File: config.mk
export PLATFORM = sky130hd
export DESIGN_NAME = lc3_mem_arbiter
export DESIGN_NICKNAME = d
export VERILOG_FILES = /design/src/rtl/lc3_mem_arbiter.sv
export SDC_FILE = /design/constraint.sdc
export NUM_CORES = 1
export LEC_CHECK = 0
export ABC_CLOCK_PERIOD_IN_PS = 3700
export CAP_MARGIN = 20
export CORE_MARGIN = 1
export CORE_UTILIZATION = 45
export CTS_CLUSTER_SIZE = 24
export DETAILED_ROUTE_END_ITERATION = 7
export PLACE_DENSITY = 0.88
export SYNTH_ARGS = -nofsm -noshare
export SYNTH_HDL_FRONTEND = slang
export SYNTH_SLANG_ARGS = --single-unit
export TNS_END_PERCENT = 50
File: constraint.sdc
create_clock -name clk -period 3.7 [get_ports clk]
set_clock_uncertainty 0.1 [all_clocks]
set_input_delay 0.74 -clock clk [delete_from_list [all_inputs] [get_ports clk]]
set_output_delay 0.74 -clock clk [all_outputs]
set_load 0.05 [all_outputs]
File: src/rtl/lc3_mem_arbiter.sv
// LC-3 main-memory arbiter: shares one fixed-latency memory port between the
// CPU memory interface (MAR/MDR/MIO_EN/R_W) and a debug/loader port.
// One access in flight at a time. Contention is resolved round-robin, and each
// completed access returns a one-cycle ready pulse (the CPU's R signal).
// MEM_LAT must lie in 1..15 so that the access counter fits in 4 bits.
module lc3_mem_arbiter #(
  parameter int ADDR_W  = 16,
  parameter int DATA_W  = 16,
  parameter int MEM_LAT = 2
) (
  input  logic              clk,
  input  logic              rst,
  input  logic              cpu_req,
  input  logic              cpu_we,
  input  logic [ADDR_W-1:0] cpu_addr,
  input  logic [DATA_W-1:0] cpu_wdata,
  output logic              cpu_rdy,
  output logic [DATA_W-1:0] cpu_rdata,
  input  logic              dbg_req,
  input  logic              dbg_we,
  input  logic [ADDR_W-1:0] dbg_addr,
  input  logic [DATA_W-1:0] dbg_wdata,
  output logic              dbg_rdy,
  output logic [DATA_W-1:0] dbg_rdata,
  output logic              mem_en,
  output logic              mem_we,
  output logic [ADDR_W-1:0] mem_addr,
  output logic [DATA_W-1:0] mem_wdata,
  input  logic [DATA_W-1:0] mem_rdata
);

  typedef enum logic [1:0] {
    S_IDLE = 2'd0,
    S_BUSY = 2'd1,
    S_DONE = 2'd2
  } state_e;

  typedef enum logic {
    G_CPU = 1'b0,
    G_DBG = 1'b1
  } grant_e;

  localparam logic [3:0] CNT_INIT = 4'(MEM_LAT - 1);

  state_e            state_q, state_d;
  grant_e            owner_q, owner_d;
  grant_e            last_q, last_d;
  grant_e            grant;
  logic              we_q, we_d;
  logic [ADDR_W-1:0] addr_q, addr_d;
  logic [DATA_W-1:0] wdata_q, wdata_d;
  logic [3:0]        cnt_q, cnt_d;
  logic [DATA_W-1:0] cpu_rdata_q, cpu_rdata_d;
  logic [DATA_W-1:0] dbg_rdata_q, dbg_rdata_d;

  // Arbitration choice: a lone requester wins; under contention the port that
  // was not served last wins.
  always_comb begin
    grant = G_CPU;
    if (cpu_req && dbg_req) begin
      grant = (last_q == G_CPU) ? G_DBG : G_CPU;
    end else if (dbg_req) begin
      grant = G_DBG;
    end
  end

  // Next-state logic: grant in IDLE, count the access down in BUSY, and
  // pulse ready in DONE.
  always_comb begin
    // NOTE: every variable gets its hold value first, so no path through the
    // case statement can leave one unassigned and infer a latch.
    state_d     = state_q;
    owner_d     = owner_q;
    last_d      = last_q;
    we_d        = we_q;
    addr_d      = addr_q;
    wdata_d     = wdata_q;
    cnt_d       = cnt_q;
    cpu_rdata_d = cpu_rdata_q;
    dbg_rdata_d = dbg_rdata_q;

    unique case (state_q)
      S_IDLE: begin
        if (cpu_req || dbg_req) begin
          owner_d = grant;
          last_d  = grant;
          cnt_d   = CNT_INIT;
          state_d = S_BUSY;
          if (grant == G_DBG) begin
            we_d    = dbg_we;
            addr_d  = dbg_addr;
            wdata_d = dbg_wdata;
          end else begin
            we_d    = cpu_we;
            addr_d  = cpu_addr;
            wdata_d = cpu_wdata;
          end
        end
      end
      S_BUSY: begin
        if (cnt_q == 4'd0) begin
          // Memory read data is valid in the last access cycle only.
          if (!we_q) begin
            if (owner_q == G_DBG) dbg_rdata_d = mem_rdata;
            else                  cpu_rdata_d = mem_rdata;
          end
          state_d = S_DONE;
        end else begin
          cnt_d = cnt_q - 4'd1;
        end
      end
      S_DONE:  state_d = S_IDLE;
      default: state_d = S_IDLE;
    endcase
  end

  // State and latched-request registers. Reset aborts any in-flight access.
  always_ff @(posedge clk or posedge rst) begin
    if (rst) begin
      // NOTE: every register here has a defined reset value, so all outputs
      // are 0 while reset is held, including the read-data holding registers.
      state_q     <= S_IDLE;
      owner_q     <= G_CPU;
      last_q      <= G_DBG;
      we_q        <= 1'b0;
      addr_q      <= '0;
      wdata_q     <= '0;
      cnt_q       <= '0;
      cpu_rdata_q <= '0;
      dbg_rdata_q <= '0;
    end else begin
      // NOTE: non-blocking updates let every register sample the old values
      // together, which models real flip-flops.
      state_q     <= state_d;
      owner_q     <= owner_d;
      last_q      <= last_d;
      we_q        <= we_d;
      addr_q      <= addr_d;
      wdata_q     <= wdata_d;
      cnt_q       <= cnt_d;
      cpu_rdata_q <= cpu_rdata_d;
      dbg_rdata_q <= dbg_rdata_d;
    end
  end

  // Outputs decode registered state only, so there is no path from the
  // request inputs. The memory bus is held at zero outside BUSY.
  assign mem_en    = (state_q == S_BUSY);
  assign mem_we    = mem_en && we_q;
  assign mem_addr  = mem_en ? addr_q  : '0;
  assign mem_wdata = mem_en ? wdata_q : '0;
  assign cpu_rdy   = (state_q == S_DONE) && (owner_q == G_CPU);
  assign dbg_rdy   = (state_q == S_DONE) && (owner_q == G_DBG);
  assign cpu_rdata = cpu_rdata_q;
  assign dbg_rdata = dbg_rdata_q;

endmodule

==> results.ini <==
[status]
status=finished clean

[synthesis]
yosys_warnings=0
synthTopCellsByArea=dfrtp_1 52%, mux2_2 29%, and2_1 5.9%, mux2_4 4.3%, clkbuf_1 0.97%
synth_cell_type_count=30
synth_nets=344
synthCells=256
yosysTopAreaCell=dfrtp_1
synth_area_um2=3490
synth_top_area_frac=0.516
ys_ff_latch=73
syn-mean-instance-area_um2=13.6
ys_seq_area_frac=0.523

[setup_path]
crit_path_start=state_q[1]
cp_data_arrival_time_ns=2.66
endpoint=mem_addr[12]
rr_startpoint=cnt_q[0]
critPathKind=reg -> out
worstReg2RegEnd=cpu_rdata[2]
start_kind=flip-flop
cp-end-kind=output pin
crit_fanout=22
reg2reg_slack_ns=1.18
cp.required_ns=2.86
r2r_cells=5

[floorplan]
die-area_um2=8120
coreArea_um2=7370
fp.dieW_um=90.1
row_count=31
start_util=0.474
die_h_um=90.1
pin_count=154

[power_and_ir_drop]
p_per_area_nw_per_um2=1070
ir_worst_vdd_v=0.000679
leakage_nw=2.23

[min_path]
hold_class=reg -> reg

[global_routing]
grt_pass1_vias=2815
antenna_found_initial=0
overflow=0
grtUsageTotal=0.231
grt_max_degree=42
grt_pass1_wl_mm=14.6

[clocking]
htreeDepth=3
holdBufCountCts=0
clkLatencyLatePin_ns=0.35
clk_path_buf_depth=2
cts_setup_buffers=0
cts_inserted_buffers=9
cts-root-buf=clkbuf_8
clock_sinks=73
cts_tree=yes
cts_resized=0
clk_pin_slew_worst_paths_ns=0.08

[routing]
drtIter0Drc=44
postRouteWirelength_mm=8.72
wire_per_inst_um=17.0
vias=2597
final_antenna_net_count=0
viasPerCell=5.05
drt-pass1-iter-count=4
drc=0

[timing]
period_needed_ns=3.50
setup_violations=0
slew_viol_final=0
rsz0062_at_grt=false
post-route-period-util=0.945
worst_slew_pin_slew_ns=0.951
finalHoldViolCount=0
final.setup.tns_ns=0
fmax_mhz=286
whs_ns=0.399
max-slew-margin-rel=0.366

[place]
port_buffers=153
routabilityCongestion=0.747
dp_hpwl_mm=6.52
place_area_um2=5140

[layout]
fin_area_um2=5370
multiInputGateArea_um2=1590
drive_gt1_frac=0.301
mostFrequentLayoutCell=clkdlybuf4s50_1
areaGrowthSynthToFinish_pct=53.7
fin_nets=498
diodes=0
n_fill_cell=513
register_area_um2=1830
final_cell_mix=153 x clkdlybuf4s50_1, 89 x mux2_2, 72 x dfrtp_1

[run]
maxCapViolations=0

[synthesized netlist by cell type]
library cell,instances
nor3b_2,1
nand4b_1,1
inv_1,5
o22ai_1,1
nor4bb_1,1
or4b_1,1
o21ai_0,5
nor3_1,1
mux2_4,10
nand2b_1,2
nor2_1,3
nand2_1,1
dfstp_2,1
o41ai_1,1
dfrtp_1,72
nor2_2,1
ha_1,2
o221ai_1,1
and3b_1,1
a21oi_1,3
buf_2,4
a31oi_1,1
buf_6,1
or2_2,1
and2_1,33
nor3b_1,2
nand4_1,1
mux2_2,89
a21bo_2,1
clkbuf_1,9
[critical path, stage by stage, from the launching register on]
cell and delay (ns):
dfrtp_1 0.43, nand2b_1 0.25, inv_1 0.35, buf_4 0.30, and2_1 0.17, clkdlybuf4s50_1 0.80
[registers in the layout, summed over array words and instances (netlist names)]
register   count
last_q         1
we_q           1
cpu_rdata     16
dbg_rdata     16
addr_q        16
cnt_q          4
state_q        2
owner_q        1
wdata_q       16
[layer usage]
metal  routed length, um  vias to the layer above  track usage  part of all wire
met5                   0                        -            0                 0
met2                4650                      110        0.421              0.53
met1                3310                     1268        0.256              0.38
li1                    -                     1205            -                 -
met3                 606                       14       0.0575             0.070
met4                 148                        0       0.0941             0.017
[how the worst min path moves through the flow]
stage | start | endpoint | slack [ns] | cells past startpoint
floorplan | addr_q[0] | addr_q[0] | 0.37 | 1
global placement | wdata_q[15] | wdata_q[15] | 0.38 | 1
detailed placement | wdata_q[3] | wdata_q[3] | 0.39 | 1
CTS | wdata_q[3] | wdata_q[3] | 0.40 | 1
global route | addr_q[14] | addr_q[14] | 0.41 | 1
finish | wdata_q[0] | wdata_q[0] | 0.40 | 1
[report_power, final]
group | leakage (nW) | switching, mW | internal (mW)
clock | 0.116 | 0.320 | 0.388
sequential | 0.858 | 0.231 | 1.21
combinational | 1.25 | 2.15 | 1.44
total | 2.23 | 2.70 | 3.04
[final cells by class]
| cell class | instances | area share |
|---|---|---|
| sequential | 73 | 0.340 |
| timing repair buffer | 157 | 0.296 |
| multi-input combinational | 164 | 0.295 |
| clock buffer | 9 | 0.0231 |
| tap | 99 | 0.0231 |
| clock inverter | 7 | 0.0191 |
| inverter | 5 | 0.00350 |
[cell families after synthesis]
kind of cell	count (synthesis)	synth area share
multiplexers	99	0.330
flip-flops	73	0.523
AND/OR/NAND/NOR	50	0.0924
buffers and inverters	19	0.0240
AO/OA/AOI/OAI	13	0.0229
adder cells (fa/ha/maj)	2	0.00716
[through the flow]
stage	worst slack (ns)	power [mW]	instances	util
final	0.205	5.73	514	0.729
after global routing	0.0434	6.01	514	0.729
after global placement	0.679	4.96	498	0.698
after CTS	0.191	5.78	514	0.729
after detailed placement	0.580	5.06	498	0.698
after floorplan	0.985	3.87	256	-
Note: power is estimated with default switching activity, not from simulation.
